$ cat config.mk
export PLATFORM = sky130hd
export DESIGN_NAME = pq_save_buffer
export DESIGN_NICKNAME = d
export VERILOG_FILES = /design/src/rtl/pq_save_buffer.sv
export SDC_FILE = /design/constraint.sdc
export NUM_CORES = 1
export LEC_CHECK = 0
export ABC_AREA = 0
export CORE_ASPECT_RATIO = 0.5
export CORE_MARGIN = 4
export CORE_UTILIZATION = 55
export DETAILED_ROUTE_END_ITERATION = 7
export PLACE_DENSITY = 0.84
export REMOVE_ABC_BUFFERS = 1
export SKIP_LAST_GASP = 1
export SYNTH_ARGS = -nofsm -noshare
export SYNTH_HDL_FRONTEND = slang
export SYNTH_SLANG_ARGS = --single-unit
$ cat constraint.sdc
create_clock -name clock -period 3.09 [get_ports clock]
set_clock_uncertainty 0.15 [all_clocks]
set_input_delay 0.927 -clock clock [delete_from_list [all_inputs] [get_ports clock]]
set_output_delay 0.927 -clock clock [all_outputs]
set_load 0.02 [all_outputs]
$ cat src/rtl/pq_save_buffer.sv
// Save-state write buffer.
// Converts level-held P/Q enables into single pushes into two small first-word-fall-through FIFOs.
module pq_save_fifo #(
  parameter int WIDTH  = 8,
  parameter int DEPTH  = 4,
  parameter int ADDR_W = $clog2(DEPTH)
) (
  input  logic              clk_i,
  input  logic              rst_i,
  input  logic              push_i,
  input  logic [WIDTH-1:0]  data_i,
  input  logic              ready_i,
  output logic [WIDTH-1:0]  data_o,
  output logic              valid_o,
  output logic [ADDR_W:0]   count_o,
  output logic              drop_o
);
  localparam logic [ADDR_W:0] FULL_CNT = (ADDR_W + 1)'(DEPTH);

  logic [WIDTH-1:0]  mem_q [DEPTH];
  logic [ADDR_W-1:0] wr_ptr_q, wr_ptr_d;
  logic [ADDR_W-1:0] rd_ptr_q, rd_ptr_d;
  logic [ADDR_W:0]   count_q, count_d;
  logic              pop;
  logic              full;
  logic              accept;

  assign valid_o = (count_q != '0);
  assign full    = (count_q == FULL_CNT);
  assign pop     = valid_o & ready_i;
  // A push into a full FIFO still lands when the head leaves in the same cycle.
  assign accept  = push_i & (~full | pop);
  assign drop_o  = push_i & full & ~pop;
  assign data_o  = valid_o ? mem_q[rd_ptr_q] : '0;
  assign count_o = count_q;

  always_comb begin
    wr_ptr_d = wr_ptr_q;
    rd_ptr_d = rd_ptr_q;
    count_d  = count_q;
    if (accept) wr_ptr_d = wr_ptr_q + ADDR_W'(1);
    if (pop)    rd_ptr_d = rd_ptr_q + ADDR_W'(1);
    if (accept && !pop)      count_d = count_q + (ADDR_W + 1)'(1);
    else if (!accept && pop) count_d = count_q - (ADDR_W + 1)'(1);
  end

  always_ff @(posedge clk_i) begin
    if (rst_i) begin
      wr_ptr_q <= '0;
      rd_ptr_q <= '0;
      count_q  <= '0;
    end else begin
      wr_ptr_q <= wr_ptr_d;
      rd_ptr_q <= rd_ptr_d;
      count_q  <= count_d;
    end
  end

  // Storage is not reset; reads are masked to zero while empty.
  always_ff @(posedge clk_i) begin
    if (!rst_i && accept) mem_q[wr_ptr_q] <= data_i;
  end
endmodule

module pq_save_buffer #(
  parameter int WIDTH  = 8,
  parameter int DEPTH  = 4,
  parameter int ADDR_W = $clog2(DEPTH)
) (
  input  logic              clock,
  input  logic              reset,
  input  logic              writeRegP,
  input  logic              writeRegQ,
  input  logic [WIDTH-1:0]  data_in,
  input  logic              clear_err,
  output logic [WIDTH-1:0]  p_data,
  output logic              p_valid,
  input  logic              p_ready,
  output logic [WIDTH-1:0]  q_data,
  output logic              q_valid,
  input  logic              q_ready,
  output logic [ADDR_W:0]   p_count,
  output logic [ADDR_W:0]   q_count,
  output logic              overflow,
  output logic              conflict
);
  // Handshake: a head word leaves its FIFO at a rising clock edge where valid and ready are both 1;
  // valid never depends on ready, and ready while empty is ignored.
  logic prev_p_q, prev_q_q;
  logic overflow_q, overflow_d;
  logic conflict_q, conflict_d;
  logic rise_p, rise_q;
  logic push_p, push_q;
  logic drop_p, drop_q;
  logic both_rise;

  assign rise_p    = writeRegP & ~prev_p_q;
  assign rise_q    = writeRegQ & ~prev_q_q;
  assign both_rise = rise_p & rise_q;
  // Simultaneous rises are ambiguous, so neither side is written.
  assign push_p    = rise_p & ~rise_q;
  assign push_q    = rise_q & ~rise_p;

  pq_save_fifo #(.WIDTH(WIDTH), .DEPTH(DEPTH), .ADDR_W(ADDR_W)) u_p_fifo (
    .clk_i   (clock),
    .rst_i   (reset),
    .push_i  (push_p),
    .data_i  (data_in),
    .ready_i (p_ready),
    .data_o  (p_data),
    .valid_o (p_valid),
    .count_o (p_count),
    .drop_o  (drop_p)
  );

  pq_save_fifo #(.WIDTH(WIDTH), .DEPTH(DEPTH), .ADDR_W(ADDR_W)) u_q_fifo (
    .clk_i   (clock),
    .rst_i   (reset),
    .push_i  (push_q),
    .data_i  (data_in),
    .ready_i (q_ready),
    .data_o  (q_data),
    .valid_o (q_valid),
    .count_o (q_count),
    .drop_o  (drop_q)
  );

  // New error events win over a clear in the same cycle.
  assign overflow_d = (overflow_q & ~clear_err) | drop_p | drop_q;
  assign conflict_d = (conflict_q & ~clear_err) | both_rise;

  always_ff @(posedge clock) begin
    if (reset) begin
      prev_p_q   <= 1'b0;
      prev_q_q   <= 1'b0;
      overflow_q <= 1'b0;
      conflict_q <= 1'b0;
    end else begin
      prev_p_q   <= writeRegP;
      prev_q_q   <= writeRegQ;
      overflow_q <= overflow_d;
      conflict_q <= conflict_d;
    end
  end

  assign overflow = overflow_q;
  assign conflict = conflict_q;
endmodule
==> qor.yml <==
run_status:
  status: "finished, final reports clean"
timing:
  timing.setup.tns_ps: 0
  hold_viol_final: 0
  finalCritPeriodShare_pct: 96.3
  drv_slew: 0
  fmax_mhz: 336
  finalCriticalPeriod_ps: 2980
  finalSetupViolations: 0
  grt_setup_unrepaired: "no"
  relSlewSlack_pct: 59.3
  tightest_slew_ps: 607
  layout_setup_ws_ps: 115
worst_setup_path:
  cp_slowest_cell: "mux4_2"
  reg2reg_to: "u_q_fifo.count_o[2]"
  reg2reg_from: "u_q_fifo.count_o[2]"
  timing_worst_setup_path_type: "flip-flop to output pin"
  crit_end: "p_data[3]"
  ff2ff_setup_slack_ps: 780
  worstRegToRegCells: 9
  worst-path-max-fanout: 8
  crit_buf_inv: 2
  start_kind: "flip-flop"
  critPathCaptureType: "output pin"
  crit_arrival_ps: 1900
  worstPathRequired_ps: 2010
  path_depth: 4
  path_delay_family: "multiplexers"
  path_cells: "buf_4 -> mux4_2 -> and2b_1 -> dlygate4sd2_1"
  crit_path_max_incr_delay_ps: 540
drt:
  num_vias: 2064
  viasPerCell: 5.50
  detail_route.wl_per_cell_um: 18.7
  postRouteAntennaNets: 0
  post-route-drc-count: 0
  drt_pass1_iterations: 4
  drt_wl_total_um: 6990
  drtIter0Drc: 124
clock_network:
  htreeDepth: 3
  clockRootBuffer: "clkbuf_16"
  clk_pin_slew_worst_paths_ps: 60
  cts_tree: "yes"
  worstSkewPairLatency_ps: 330
  clockBufferDepth: 2
  cts_buffers: 9
  clkSinkCount: 86
  cts-hold-fix-buffers: 0
floorplan:
  initial_core_util_pct: 58.0
  fp-row-count: 20
  io_pins: 41
  dieWidth_um: 122
  coreArea_um2: 6180
  die_h_um: 65.1
  dieArea_um2: 7960
place:
  gp_congestion: 0.765
  place_ws_ps: -120
  hpwl_um: 4340
  io_buffers: 40
  dpl_cell_area_um2: 4240
synth:
  yosys-top-cells-count: "64 x edfxtp_1, 22 x dfxtp_1, 16 x and2b_1, 16 x mux4_2, 11 x nor2_1"
  synth_enable_flop_cells: 64
  ys_warn_count: 0
  synth-seq-cells: 86
  synth_cell_type_count: 30
  yosysMostFrequentCell: "edfxtp_1"
  synthArstFlopShare_pct: 0
  synth_top_area_cell: "edfxtp_1"
  netlist_instances: 218
  ys_seq_area_share_pct: 65.9
  avgSynthCellArea_um2: 16.5
  synth_flop_cell: "edfxtp_1"
  syn-cell-area_um2: 3590
  synth_top_area_share_pct: 53.6
  synthTopCellsByArea: "edfxtp_1 54%, dfxtp_1 12%, mux4_2 10%, ha_1 3.5%, and2b_1 3.3%"
grt:
  gr-total-overflow: 0
  grt_pass1_wl_um: 11700
  grt_max_degree: 17
  grt_antenna_before_repair: 0
  grt_usage_pct: 19.8
  first_global_vias: 2167
finish:
  seq_area_um2: 2360
  multi_input_area_um2: 1160
  nNetsFinal: 309
  n_antenna_cell: 0
  syn2layout_area_growth_pct: 27.6
  fillers: 378
  drive_gt1_share_pct: 20.9
  finish.instance_area_um2: 4580
power_and_ir_drop:
  p_leak_uw: 0.00170
  p_per_area_nw_per_um2: 872
  peakVddDrop_uv: 421
hold_path:
  hp-class: "flip-flop to flip-flop"
flow_run:
  maxCapViolations: 0
==> power by group <==
group	leakage, uW	internal, uW	total [uW]	switching (uW)
registers	0.000758	1330	1390	68.3
clock network	0.000168	794	1220	431
logic	0.000774	652	1370	720
total	0.00170	2770	3990	1220
==> routing by layer <==
layer  share of wire [%]  track usage, %  vias to the layer above
li1                    -               -                      959
met1                  43            26.2                     1025
met2                  50            32.5                       71
met3                 5.8            5.67                        9
met4                 1.3            5.72                        0
met5                   0               0                        -
==> cell usage in the layout (no fill, tap or decap), drive strengths merged, types with 3 or more instances in the layout <==
master / synthesis / layout
a21oi: 7 / 7
and2: 8 / 8
and2b: 16 / 16
buf: 2 / 21
bufinv: 0 / 3
clkbuf: 6 / 9
clkdlybuf4s50: 0 / 24
clkinv: 1 / 3
dfxtp: 22 / 22
dlygate4sd2: 0 / 16
edfxtp: 64 / 64
ha: 10 / 10
inv: 8 / 10
mux4: 16 / 16
nand4: 4 / 4
nor2: 11 / 11
nor2b: 4 / 4
nor3: 4 / 4
o31ai: 6 / 6
xor2: 8 / 8
==> area by class of cell <==
class | instances | area share [%]
sequential | 86 | 51.6
clock buffer | 9 | 4.92
multi-input combinational | 115 | 25.4
tap | 88 | 2.41
inverter | 9 | 0.738
clock inverter | 7 | 2.62
timing repair buffer | 61 | 12.3
==> worst min-delay path by stage <==
stage	slack [ps]	from	depth (start not counted)	endpoint
2_1_floorplan	320	u_p_fifo.wr_ptr_q[0]	2	u_p_fifo.wr_ptr_q[0]
5_1_grt	400	u_q_fifo.wr_ptr_q[0]	2	u_q_fifo.wr_ptr_q[0]
3_5_place_dp	360	u_q_fifo.wr_ptr_q[0]	2	u_q_fifo.wr_ptr_q[0]
6_report	370	u_q_fifo.wr_ptr_q[0]	2	u_q_fifo.wr_ptr_q[0]
4_1_cts	370	u_q_fifo.wr_ptr_q[0]	2	u_q_fifo.wr_ptr_q[0]
3_3_place_gp	340	u_q_fifo.wr_ptr_q[0]	2	u_q_fifo.wr_ptr_q[0]
==> registers in the layout (all words and copies together), names as in the netlist, named ones only <==
| register | flops |
|---|---|
| conflict | 1 |
| u_p_fifo.rd_ptr_q | 2 |
| u_p_fifo.count_o | 3 |
| prev_q_q | 1 |
| u_p_fifo.wr_ptr_q | 2 |
| u_q_fifo.count_o | 3 |
| u_q_fifo.rd_ptr_q | 2 |
| u_q_fifo.mem_q | 32 |
| overflow | 1 |
| prev_p_q | 1 |
| u_p_fifo.mem_q | 32 |
| u_q_fifo.wr_ptr_q | 2 |
==> worst reg2reg max path: cells and delay by family, from the launching register on <==
family | cells | cell delay [ps]
XOR/XNOR | 1 | 170
buffers and inverters | 2 | 220
adder cells (fa/ha/maj) | 2 | 580
AND/OR/NAND/NOR | 3 | 660
AO/OA/AOI/OAI | 1 | 150
flip-flops | 1 | 320
==> timing repair <==
item	CTS	global route
buffers inserted	0	0
endpoints found under the setup margin	18	0
resized for setup	18	0
==> cell families after synthesis <==
logic type               count (synthesis)  synth area share, %
AO/OA/AOI/OAI                           19                 3.73
adder cells (fa/ha/maj)                 12                 4.60
buffers and inverters                   17                 1.99
flip-flops                              86                 65.9
AND/OR/NAND/NOR                         58                 11.3
multiplexers                            18                 10.6
XOR/XNOR                                 8                 1.95
==> stage by stage <==
| step | std cells | utilization, % | hold slack, ps | power, uW |
|---|---|---|---|---|
| final | 375 | 74.1 | 366 | 3990 |
| after global routing | 375 | 74.1 | 403 | 4200 |
| after CTS | 375 | 74.1 | 366 | 4020 |
| after detailed placement | 359 | 68.6 | 357 | 2870 |
| after global placement | 359 | 68.6 | 337 | 2810 |
| after floorplan | 210 | - | 322 | 2240 |
Note: power is estimated with default switching activity, not from simulation.
